$ cat config.mk
export PLATFORM = sky130hd
export DESIGN_NAME = alut_mem_arb16
export DESIGN_NICKNAME = d
export VERILOG_FILES = /design/src/rtl/alut_mem_arb16_pkg.sv /design/src/rtl/alut_mem_arb16_rr_arb.sv /design/src/rtl/alut_mem_arb16.sv
export SDC_FILE = /design/constraint.sdc
export NUM_CORES = 1
export LEC_CHECK = 0
export ABC_AREA = 1
export ABC_CLOCK_PERIOD_IN_PS = 3000
export CAP_MARGIN = 5
export CORE_AREA = 2 2 342 344
export DETAILED_ROUTE_END_ITERATION = 12
export DIE_AREA = 0 0 344 346
export MAX_ROUTING_LAYER = met4
export REMOVE_ABC_BUFFERS = 1
export SETUP_SLACK_MARGIN = 0.1
export SLEW_MARGIN = 20
export SYNTH_ARGS = -nofsm -noshare
export SYNTH_HDL_FRONTEND = slang
export SYNTH_SLANG_ARGS = --single-unit
$ cat constraint.sdc
create_clock -name pclk16 -period 3 [get_ports pclk16]
set_input_delay 0.6 -clock pclk16 [delete_from_list [all_inputs] [get_ports pclk16]]
set_output_delay 0.6 -clock pclk16 [all_outputs]
set_load 0.05 [all_outputs]
$ cat src/rtl/alut_mem_arb16_pkg.sv
// Shared types and defaults for the ALUT table RAM arbiter.
package alut_pkg16;

  localparam int unsigned DW16 = 83;
  localparam int unsigned AW16 = 8;

  typedef enum logic [1:0] {
    REQ_CHK,
    REQ_CPU,
    REQ_AGE
  } req_id_e;

  typedef struct packed {
    logic [AW16-1:0] addr;
    logic            wr;
    logic [DW16-1:0] wdata;
  } alut_req_t;

endpackage

$ cat src/rtl/alut_mem_arb16_rr_arb.sv
// Two-way CPU/ager round-robin for RAM port B with per-requester starvation counters.
module alut_rr_arb16 #(
  parameter int unsigned MAX_WAIT16 = 15
) (
  input  logic pclk16,
  input  logic rst16,
  input  logic req_cpu16,
  input  logic req_age16,
  input  logic gnt_b16,
  output logic cand_vld16,
  output logic cand_age16,
  output logic cand_forced16
);
  import alut_pkg16::*;

  localparam int unsigned CW = $clog2(MAX_WAIT16 + 1);
  localparam logic [CW-1:0] MAXC = CW'(MAX_WAIT16);

  logic [CW-1:0] cnt_cpu;
  logic [CW-1:0] cnt_age;
  req_id_e       ptr;
  logic          cpu_sat;
  logic          age_sat;

  // Saturated counters override the pointer; the ager wins when both are starved.
  always_comb begin
    cpu_sat    = req_cpu16 && (cnt_cpu == MAXC);
    age_sat    = req_age16 && (cnt_age == MAXC);
    cand_vld16 = req_cpu16 || req_age16;
    if (age_sat)
      cand_age16 = 1'b1;
    else if (cpu_sat)
      cand_age16 = 1'b0;
    else if (req_cpu16 && req_age16)
      cand_age16 = (ptr == REQ_AGE);
    else
      cand_age16 = req_age16;
    cand_forced16 = cand_age16 ? age_sat : cpu_sat;
  end

  always_ff @(posedge pclk16) begin
    if (rst16) begin
      ptr     <= REQ_CPU;
      cnt_cpu <= '0;
      cnt_age <= '0;
    end else begin
      if (gnt_b16)
        ptr <= cand_age16 ? REQ_CPU : REQ_AGE;

      if (!req_cpu16 || (gnt_b16 && !cand_age16))
        cnt_cpu <= '0;
      else if (cnt_cpu != MAXC)
        cnt_cpu <= cnt_cpu + 1'b1;

      if (!req_age16 || (gnt_b16 && cand_age16))
        cnt_age <= '0;
      else if (cnt_age != MAXC)
        cnt_age <= cnt_age + 1'b1;
    end
  end

endmodule

$ cat src/rtl/alut_mem_arb16.sv
// ALUT table RAM arbiter: port A for the address checker, port B shared by CPU and ager.
module alut_mem_arb16 #(
  parameter int unsigned DW16       = alut_pkg16::DW16,
  parameter int unsigned AW16       = alut_pkg16::AW16,
  parameter int unsigned MAX_WAIT16 = 15
) (
  input  logic            pclk16,
  input  logic            rst16,
  input  logic            chk_req16,
  input  logic [AW16-1:0] chk_addr16,
  input  logic            chk_wr16,
  input  logic [DW16-1:0] chk_wdata16,
  output logic            chk_gnt16,
  output logic            chk_rvalid16,
  output logic [DW16-1:0] chk_rdata16,
  input  logic            cpu_req16,
  input  logic [AW16-1:0] cpu_addr16,
  input  logic            cpu_wr16,
  input  logic [DW16-1:0] cpu_wdata16,
  output logic            cpu_gnt16,
  output logic            cpu_rvalid16,
  output logic [DW16-1:0] cpu_rdata16,
  input  logic            age_req16,
  input  logic [AW16-1:0] age_addr16,
  input  logic            age_wr16,
  input  logic [DW16-1:0] age_wdata16,
  output logic            age_gnt16,
  output logic            age_rvalid16,
  output logic [DW16-1:0] age_rdata16,
  output logic [AW16-1:0] mem_addr_add16,
  output logic            mem_write_add16,
  output logic [DW16-1:0] mem_write_data_add16,
  input  logic [DW16-1:0] mem_read_data_add16,
  output logic [AW16-1:0] mem_addr_age16,
  output logic            mem_write_age16,
  output logic [DW16-1:0] mem_write_data_age16,
  input  logic [DW16-1:0] mem_read_data_age16
);
  import alut_pkg16::*;

  logic            cand_vld;
  logic            cand_age;
  logic            cand_forced;
  req_id_e         b_id;
  logic [AW16-1:0] b_addr;
  logic            b_wr;
  logic [DW16-1:0] b_wdata;
  logic            coll;
  logic            chk_go;
  logic            b_go;
  logic            chk_rv, cpu_rv, age_rv;
  logic [DW16-1:0] chk_hold, cpu_hold, age_hold;

  alut_rr_arb16 #(.MAX_WAIT16(MAX_WAIT16)) u_rr_b (
    .pclk16       (pclk16),
    .rst16        (rst16),
    .req_cpu16    (cpu_req16),
    .req_age16    (age_req16),
    .gnt_b16      (b_go),
    .cand_vld16   (cand_vld),
    .cand_age16   (cand_age),
    .cand_forced16(cand_forced)
  );

  // A same-address pair involving a write goes to the checker unless the B candidate is starved.
  always_comb begin
    b_id    = cand_age ? REQ_AGE : REQ_CPU;
    b_addr  = (b_id == REQ_AGE) ? age_addr16  : cpu_addr16;
    b_wr    = (b_id == REQ_AGE) ? age_wr16    : cpu_wr16;
    b_wdata = (b_id == REQ_AGE) ? age_wdata16 : cpu_wdata16;
    coll    = chk_req16 && cand_vld && (chk_addr16 == b_addr) && (chk_wr16 || b_wr);
    chk_go  = !rst16 && chk_req16 && !(coll && cand_forced);
    b_go    = !rst16 && cand_vld && !(coll && !cand_forced);
  end

  assign chk_gnt16 = chk_go;
  assign cpu_gnt16 = b_go && (b_id == REQ_CPU);
  assign age_gnt16 = b_go && (b_id == REQ_AGE);

  assign mem_addr_add16       = chk_go ? chk_addr16 : '0;
  assign mem_write_add16      = chk_go && chk_wr16;
  assign mem_write_data_add16 = (chk_go && chk_wr16) ? chk_wdata16 : '0;
  assign mem_addr_age16       = b_go ? b_addr : '0;
  assign mem_write_age16      = b_go && b_wr;
  assign mem_write_data_age16 = (b_go && b_wr) ? b_wdata : '0;

  always_ff @(posedge pclk16) begin
    if (rst16) begin
      chk_rv   <= 1'b0;
      cpu_rv   <= 1'b0;
      age_rv   <= 1'b0;
      chk_hold <= '0;
      cpu_hold <= '0;
      age_hold <= '0;
    end else begin
      chk_rv <= chk_gnt16 && !chk_wr16;
      cpu_rv <= cpu_gnt16 && !cpu_wr16;
      age_rv <= age_gnt16 && !age_wr16;
      if (chk_rv) chk_hold <= mem_read_data_add16;
      if (cpu_rv) cpu_hold <= mem_read_data_age16;
      if (age_rv) age_hold <= mem_read_data_age16;
    end
  end

  // The live RAM word is passed through on the valid cycle and latched for later cycles.
  assign chk_rvalid16 = chk_rv && !rst16;
  assign cpu_rvalid16 = cpu_rv && !rst16;
  assign age_rvalid16 = age_rv && !rst16;
  assign chk_rdata16  = chk_rvalid16 ? mem_read_data_add16 : chk_hold;
  assign cpu_rdata16  = cpu_rvalid16 ? mem_read_data_age16 : cpu_hold;
  assign age_rdata16  = age_rvalid16 ? mem_read_data_age16 : age_hold;

endmodule
=== Yosys cells after proc, flatten, opt, wreduce, memory -nomap -nowiden ===
Index checks and enable logic that the tools add are counted.

* Input port bits: 447
* Output and inout bits: 439
* Register bits after elaboration: 262
* Logic and storage cells: 75

* Muxes and demuxes: 16
* Eq/ne operators: 8
* Reductions and logical operators: 40
* Add/subtract/negate cells: 2

{| class="wikitable"
|+ Operators with widths
! operator !! count
|-
| 83-bit 2-to-1 mux || 6
|-
| 1-bit logical AND || 24
|-
| 8-bit 2-to-1 mux || 3
|-
| 1-bit logical NOT || 10
|-
| 4-bit by 1-bit adder with 4-bit output, second input constant || 2
|-
| 4-bit == test, second input constant || 2
|-
| 8-bit == test || 1
|-
| 4-bit inequality test, second input constant || 2
|-
| 1-bit 2-to-1 mux || 5
|-
| 2-bit == test, second input constant || 2
|-
| 1-bit logical OR || 4
|-
| 2-bit 2-to-1 mux || 2
|-
| 2-bit OR reduction || 2
|-
| 2-bit by 1-bit == test with 1-bit output, second input constant || 1
|}

=== Longest topological paths before layout ===
Gate-level depths: netlist of run 1.

* Depth after elaboration: 16
* Depth in mapped cells: 18
* Gate-level depth less buffers: 16

=== Modules after synthesis ===
A second synthesis of run 1 with hierarchy kept.

* Cells, all modules: 1894
* Area, all modules: 12713.4 um^2

{| class="wikitable"
|+ By module, submodules not included
! module !! sequential area each (um^2) !! cells an instance !! instances !! area an instance (um^2)
|-
| alut_mem_arb16 || 5044.8 || 1826 || 1 || 12203.0
|-
| alut_rr_arb16 || 200.2 || 68 || 1 || 510.5
|}

=== Least setup slack after synthesis of run 1 ===
No wires, ideal clock.

* Kind: input-to-output
* Start point: in cpu_req16
* End point: out mem_write_data_age16[73]
* Buffers on the path: 3
* Stages: 13
* Data arrival time: 2.692 ns
* Data required time: 2.400 ns
* Setup slack: -0.292 ns
* Cell sequence: nand4_1 -> nand3_2 -> nand2_2 -> buf_6 -> nand2_1 -> o21ai_2 -> xor2_1 -> nor2_2 -> nand3_2 -> nand3_2 -> buf_6 -> buf_6 -> a21oi_1

* Cells in the longest elaborated chain, start to end: 15
* Elaborated cells on any way between the ends: 24
* Those cells by class: eq/ne: 2; mux: 9; reduce/logical: 13

{| class="wikitable"
|+ RTL lines
! what !! RTL line !! source
|-
| from (decl) || alut_mem_arb16.sv:16 || <nowiki>input logic cpu_req16,</nowiki>
|-
| 1-bit logical AND || alut_mem_arb16_rr_arb.sv:34 || <nowiki>else if (req_cpu16 && req_age16)</nowiki>
|-
| 1-bit 2-to-1 mux || alut_mem_arb16_rr_arb.sv:34 ||
|-
| 1-bit 2-to-1 mux || alut_mem_arb16_rr_arb.sv:32 || <nowiki>else if (cpu_sat)</nowiki>
|-
| 1-bit 2-to-1 mux || alut_mem_arb16_rr_arb.sv:30 || <nowiki>if (age_sat)</nowiki>
|-
| 2-bit 2-to-1 mux || alut_mem_arb16.sv:67 || <nowiki>b_id = cand_age ? REQ_AGE : REQ_CPU;</nowiki>
|-
| 2-bit == test || alut_mem_arb16.sv:68, alut_mem_arb16.sv:69, alut_mem_arb16.sv:70 ||
|-
| 8-bit 2-to-1 mux || alut_mem_arb16.sv:68 || <nowiki>b_addr = (b_id == REQ_AGE) ? age_addr16 : cpu_addr16;</nowiki>
|-
| 8-bit == test || alut_mem_arb16.sv:71 || <nowiki>coll = chk_req16 && cand_vld && (chk_addr16 == b_addr) && (chk_wr16 || b_wr);</nowiki>
|-
| 1-bit logical AND (2 in series) || alut_mem_arb16.sv:71 ||
|-
| 1-bit logical AND || alut_mem_arb16.sv:73 || <nowiki>b_go = !rst16 && cand_vld && !(coll && !cand_forced);</nowiki>
|-
| 1-bit logical NOT || alut_mem_arb16.sv:73 ||
|-
| 1-bit logical AND || alut_mem_arb16.sv:73 ||
|-
| 1-bit logical AND || alut_mem_arb16.sv:85 || <nowiki>assign mem_write_data_age16 = (b_go && b_wr) ? b_wdata : '0;</nowiki>
|-
| 83-bit 2-to-1 mux (*) || alut_mem_arb16.sv:85 ||
|-
| to (decl) || alut_mem_arb16.sv:36 || <nowiki>output logic [DW16-1:0] mem_write_data_age16,</nowiki>
|}

Mark *: on every way between the ends. The rest lies on a longest branch, timed or not.

=== Worst setup path in the final report of run 1 ===
* Start point: reg u_rr_b.cnt_cpu[1]
* End point: out mem_write_data_age16[57]

* Cells in the longest elaborated chain, start to end: 15
* Elaborated cells on any way between the ends: 20
* Those cells by class: eq/ne: 3; mux: 8; reduce/logical: 9

{| class="wikitable"
|+ RTL lines
! what !! RTL line !! source
|-
| from (decl) || alut_mem_arb16_rr_arb.sv:19 || <nowiki>logic [CW-1:0] cnt_cpu;</nowiki>
|-
| from (signal assigned) || alut_mem_arb16_rr_arb.sv:53 || <nowiki>cnt_cpu <= cnt_cpu + 1'b1;</nowiki>
|-
| 4-bit == test (*) || alut_mem_arb16_rr_arb.sv:27 || <nowiki>cpu_sat = req_cpu16 && (cnt_cpu == MAXC);</nowiki>
|-
| 1-bit logical AND (*) || alut_mem_arb16_rr_arb.sv:27 ||
|-
| 1-bit 2-to-1 mux || alut_mem_arb16_rr_arb.sv:32 ||
|-
| 1-bit 2-to-1 mux || alut_mem_arb16_rr_arb.sv:30 ||
|-
| 2-bit 2-to-1 mux || alut_mem_arb16.sv:67 ||
|-
| 2-bit == test || alut_mem_arb16.sv:68, alut_mem_arb16.sv:69, alut_mem_arb16.sv:70 ||
|-
| 8-bit 2-to-1 mux || alut_mem_arb16.sv:68 ||
|-
| 8-bit == test || alut_mem_arb16.sv:71 ||
|-
| 1-bit logical AND (2 in series) || alut_mem_arb16.sv:71 ||
|-
| 1-bit logical AND || alut_mem_arb16.sv:73 ||
|-
| 1-bit logical NOT || alut_mem_arb16.sv:73 ||
|-
| 1-bit logical AND || alut_mem_arb16.sv:73 ||
|-
| 1-bit logical AND || alut_mem_arb16.sv:85 ||
|-
| 83-bit 2-to-1 mux (*) || alut_mem_arb16.sv:85 ||
|}

Marked as above.

==> results.md, run 1 <==
* RePlAce Congestion at 0.985
* Final Hold Fails at 0
* Drt wl/cell at 20.1 microns
* CP required at 2400 ps
* Area delta synth->final at 162%
* DRT iter0 DRCs at approximately 1100
* CTS buffer count at 35
* Max Buffers Root-to-Sink at 3
* Max-slew headroom at 60.2%
* # Max-Cap Violations at 0
* Sw Pwr at about 3900 uW
* First-pass GRT wire length at ~120000 microns
* HP Class: flip-flop to flip-flop
* Worst Path Max Fanout at 9
* Switch share at about 33%
* RSZ-0062 raised after global routing: true
* Max IR drop VDD at between 200 and 250 uV
* CTS tree: done
* Die H at approximately 350 microns
* GR Overflow Total at 0
* Number of port buffers at slightly below 900
* Tot Pwr at 11800 uW
* Worst Setup Start Kind: flip-flop
* Clk sinks at roughly 260
* # H-tree levels at 2
* Finished Core Util at 28.7%
* Via count at roughly 17000
* Failing checks: setup timing
* Fmax at about 0.26 GHz
* Avg Synthesized Cell Area at around 6.4 sq um
* NumNets Final at 3469
* Warnings from Yosys at 0
* Die Width at 344 microns
* Power Density at 357 nW/um^2
* Cell chosen for the clock root: clkbuf_16
* Clock latency on the worst-skew pair at ~550 ps
* Pleak at 0.0128 uW
* Unique cell type count in the Yosys netlist at 25
* Global Route Usage Sum at between 10% and 20%
* Syn Std Cell Area at 12700 sq um
* Layout cells sized above 1 at roughly a third
* Cells after synthesis at roughly 2000
* Run status: finished, violations left
* Vias in the first global route at between 15000 and 20000
* Number of antenna violations at the first check in global routing at 25
* Core Area at roughly 120000 sq um
* Critical Path Sink Type: primary output
* Die Area at 119000 sq um
* Io pins at just under 900
* Share of the synthesized area in the top cell type at roughly two fifths
* Via-per-instance ratio at around 3.7
* Largest cells by area after synthesis: dfxtp_1 41%, o21ai_0 20%, nand2_1 14%
* Drt total wl at 92200 microns
* Max-slew violations at 0
* Final period utilization at 127%
* Clock Power Share at approximately a third
* Cell taking the most area after synthesis: dfxtp_1
* Largest net degree at the start of global routing at about 70
* Synthesized flop and latch total at 262
* Reg power frac at a little under a third
* DRT antenna net count at 0
* Detailed Routing Iterations Pass 1 at 8
* Critical path class: flip-flop to primary output
* CTS clk-pin slew, worst paths at about 60 ps
* Power share of the combinational group at 34.7%
* Worst Setup Slack, final at -817 ps
* DRC errors left at 0
* Period minus WS final at between 3000 and 4000 ps
* Clock Skew at around 17 ps
* Rows at roughly 130
* Crit path DAT at 3220 ps
* Final setup viols at between 150 and 200
* Register area share after synthesis at between 40% and 50%
* Measured slew at the worst slew-check pin at 591 ps
* Initial Utilization at ~11%
* DP HPWL at roughly 75000 microns
* Internal Power at 7970 uW
[cell usage in the layout (no fill, tap or decap), drive strengths merged]
cell type      count
xor2               5
clkdlybuf4s50    444
mux2i              2
ha                 2
buf              680
o211ai             2
clkbuf            56
diode             19
xnor2              2
nand3             29
nand4              2
dfxtp            262
clkinv             6
clkinvlp           1
inv              373
nand2            459
dlygate4sd2        1
bufinv             1
a21oi             88
nor2             123
dlymetal6s2s       1
o21ai            501
[worst max-delay path, stage by stage, from the launching register on]
cell     delay (ps)
dfxtp_2         360
ha_4            140
nand4_1         180
nand3_4         160
nand2_8         110
buf_16          160
o21ai_4         160
xor2_2          200
nor2_4           70
nand3_4         100
nand3_4         100
buf_12          170
buf_12          150
buf_8           130
a21oi_4         180
buf_6           130
buf_12          120
[state kept, by name, indices dropped and copies added (netlist names)]
signal / count
chk_hold: 83
u_rr_b.cnt_age: 4
chk_rv: 1
u_rr_b.ptr: 2
age_hold: 83
u_rr_b.cnt_cpu: 4
cpu_hold: 83
age_rv: 1
cpu_rv: 1
[cell usage after synthesis, drive strengths merged]
cell / count
nand2: 459
a21oi: 88
dfxtp: 262
nor2: 123
clkbuf: 95
nand4: 2
xor2: 5
buf: 24
nand3: 29
mux2i: 2
xnor2: 2
o21ai: 501
o211ai: 2
ha: 2
inv: 373
[what timing repair did]
item                                    in CTS  in global routing
cloned                                      13                  7
endpoints found under the setup margin     229                342
gates resized for setup                    335                155
hold buffers                                 0                  0
pin swaps                                   10                 20
setup buffers                               32                 14
[layer usage]
layer | up-vias | wire, microns | GRT usage [%] | share of wire [%]
met2 | 672 | 43400 | 24.2 | 47
met1 | 7902 | 36500 | 17.1 | 40
met4 | 0 | 2470 | 4.16 | 2.7
li1 | 8273 | - | - | -
met5 | - | 0 | - | 0
met3 | 112 | 9860 | 6.40 | 11
[final timing paths]
kind,start,to,slack [ps],cells after the start
setup / recovery,u_rr_b.cnt_cpu[1],mem_write_data_age16[57],-820,16
hold / removal,cpu_hold[43],cpu_hold[43],460,2
setup reg to reg,u_rr_b.cnt_cpu[1],u_rr_b.cnt_cpu[1],440,17
hold reg to reg,cpu_hold[43],cpu_hold[43],460,2
[through the flow]
stage	setup TNS, ps	worst slack [ps]	cells	hold slack (ps)	area [sq um]
after floorplan	-2761460	-5370	1850	429	12100
after global placement	-135810	-874	4445	442	29000
after detailed placement	-140200	-976	4445	458	29000
after CTS	-127500	-819	4546	470	32100
after global routing	-154290	-970	4581	488	33200
final	-129080	-817	4583	465	33200
[cell families (layout without fill, tap and decap cells)]
family	Yosys count	count (layout)	share of synthesized area (%)
mux	2	2	0.158
other cells	0	19	0
xor+xnor	7	7	0.484
fa+ha+maj	2	2	0.198
compound gates	591	591	23.4
simple gates	613	613	18.8
flops	262	262	41.4
buf+inv	492	1563	15.5
[power by group through the flow]
stage	Sequential, uW	Clock [uW]	Combinational [uW]
final	3620	4120	4110
after global placement	3690	0	3670
after CTS	3620	4300	4000
after detailed placement	3700	0	3670
after floorplan	3690	0	1340
after global routing	3630	4420	4280
[layout make-up]
class                   instances  area (sq um)
diodes                         19          47.5
clock buffers                  49          1020
clock inverters                 8          78.8
fillers                     11900         82300
inverters                     373          1420
multi-input cells            1215          7340
flip-flops and latches        262          5250
well taps                    1524          1910
repair buffers               1133         16100
No activity file was read; power rests on OpenSTA's default activity.
==> run 2, diff against run 1 <==
--- a/config.mk
+++ b/config.mk
@@ -7,7 +7,7 @@
 export LEC_CHECK = 0
 export ABC_AREA = 1
 export ABC_CLOCK_PERIOD_IN_PS = 3000
-export CAP_MARGIN = 5
+export CAP_MARGIN = 30
 export CORE_AREA = 2 2 342 344
 export DETAILED_ROUTE_END_ITERATION = 12
 export DIE_AREA = 0 0 344 346
==> results of run 2 <==
Final layout, timing and power as in run 1 (identical DEF).
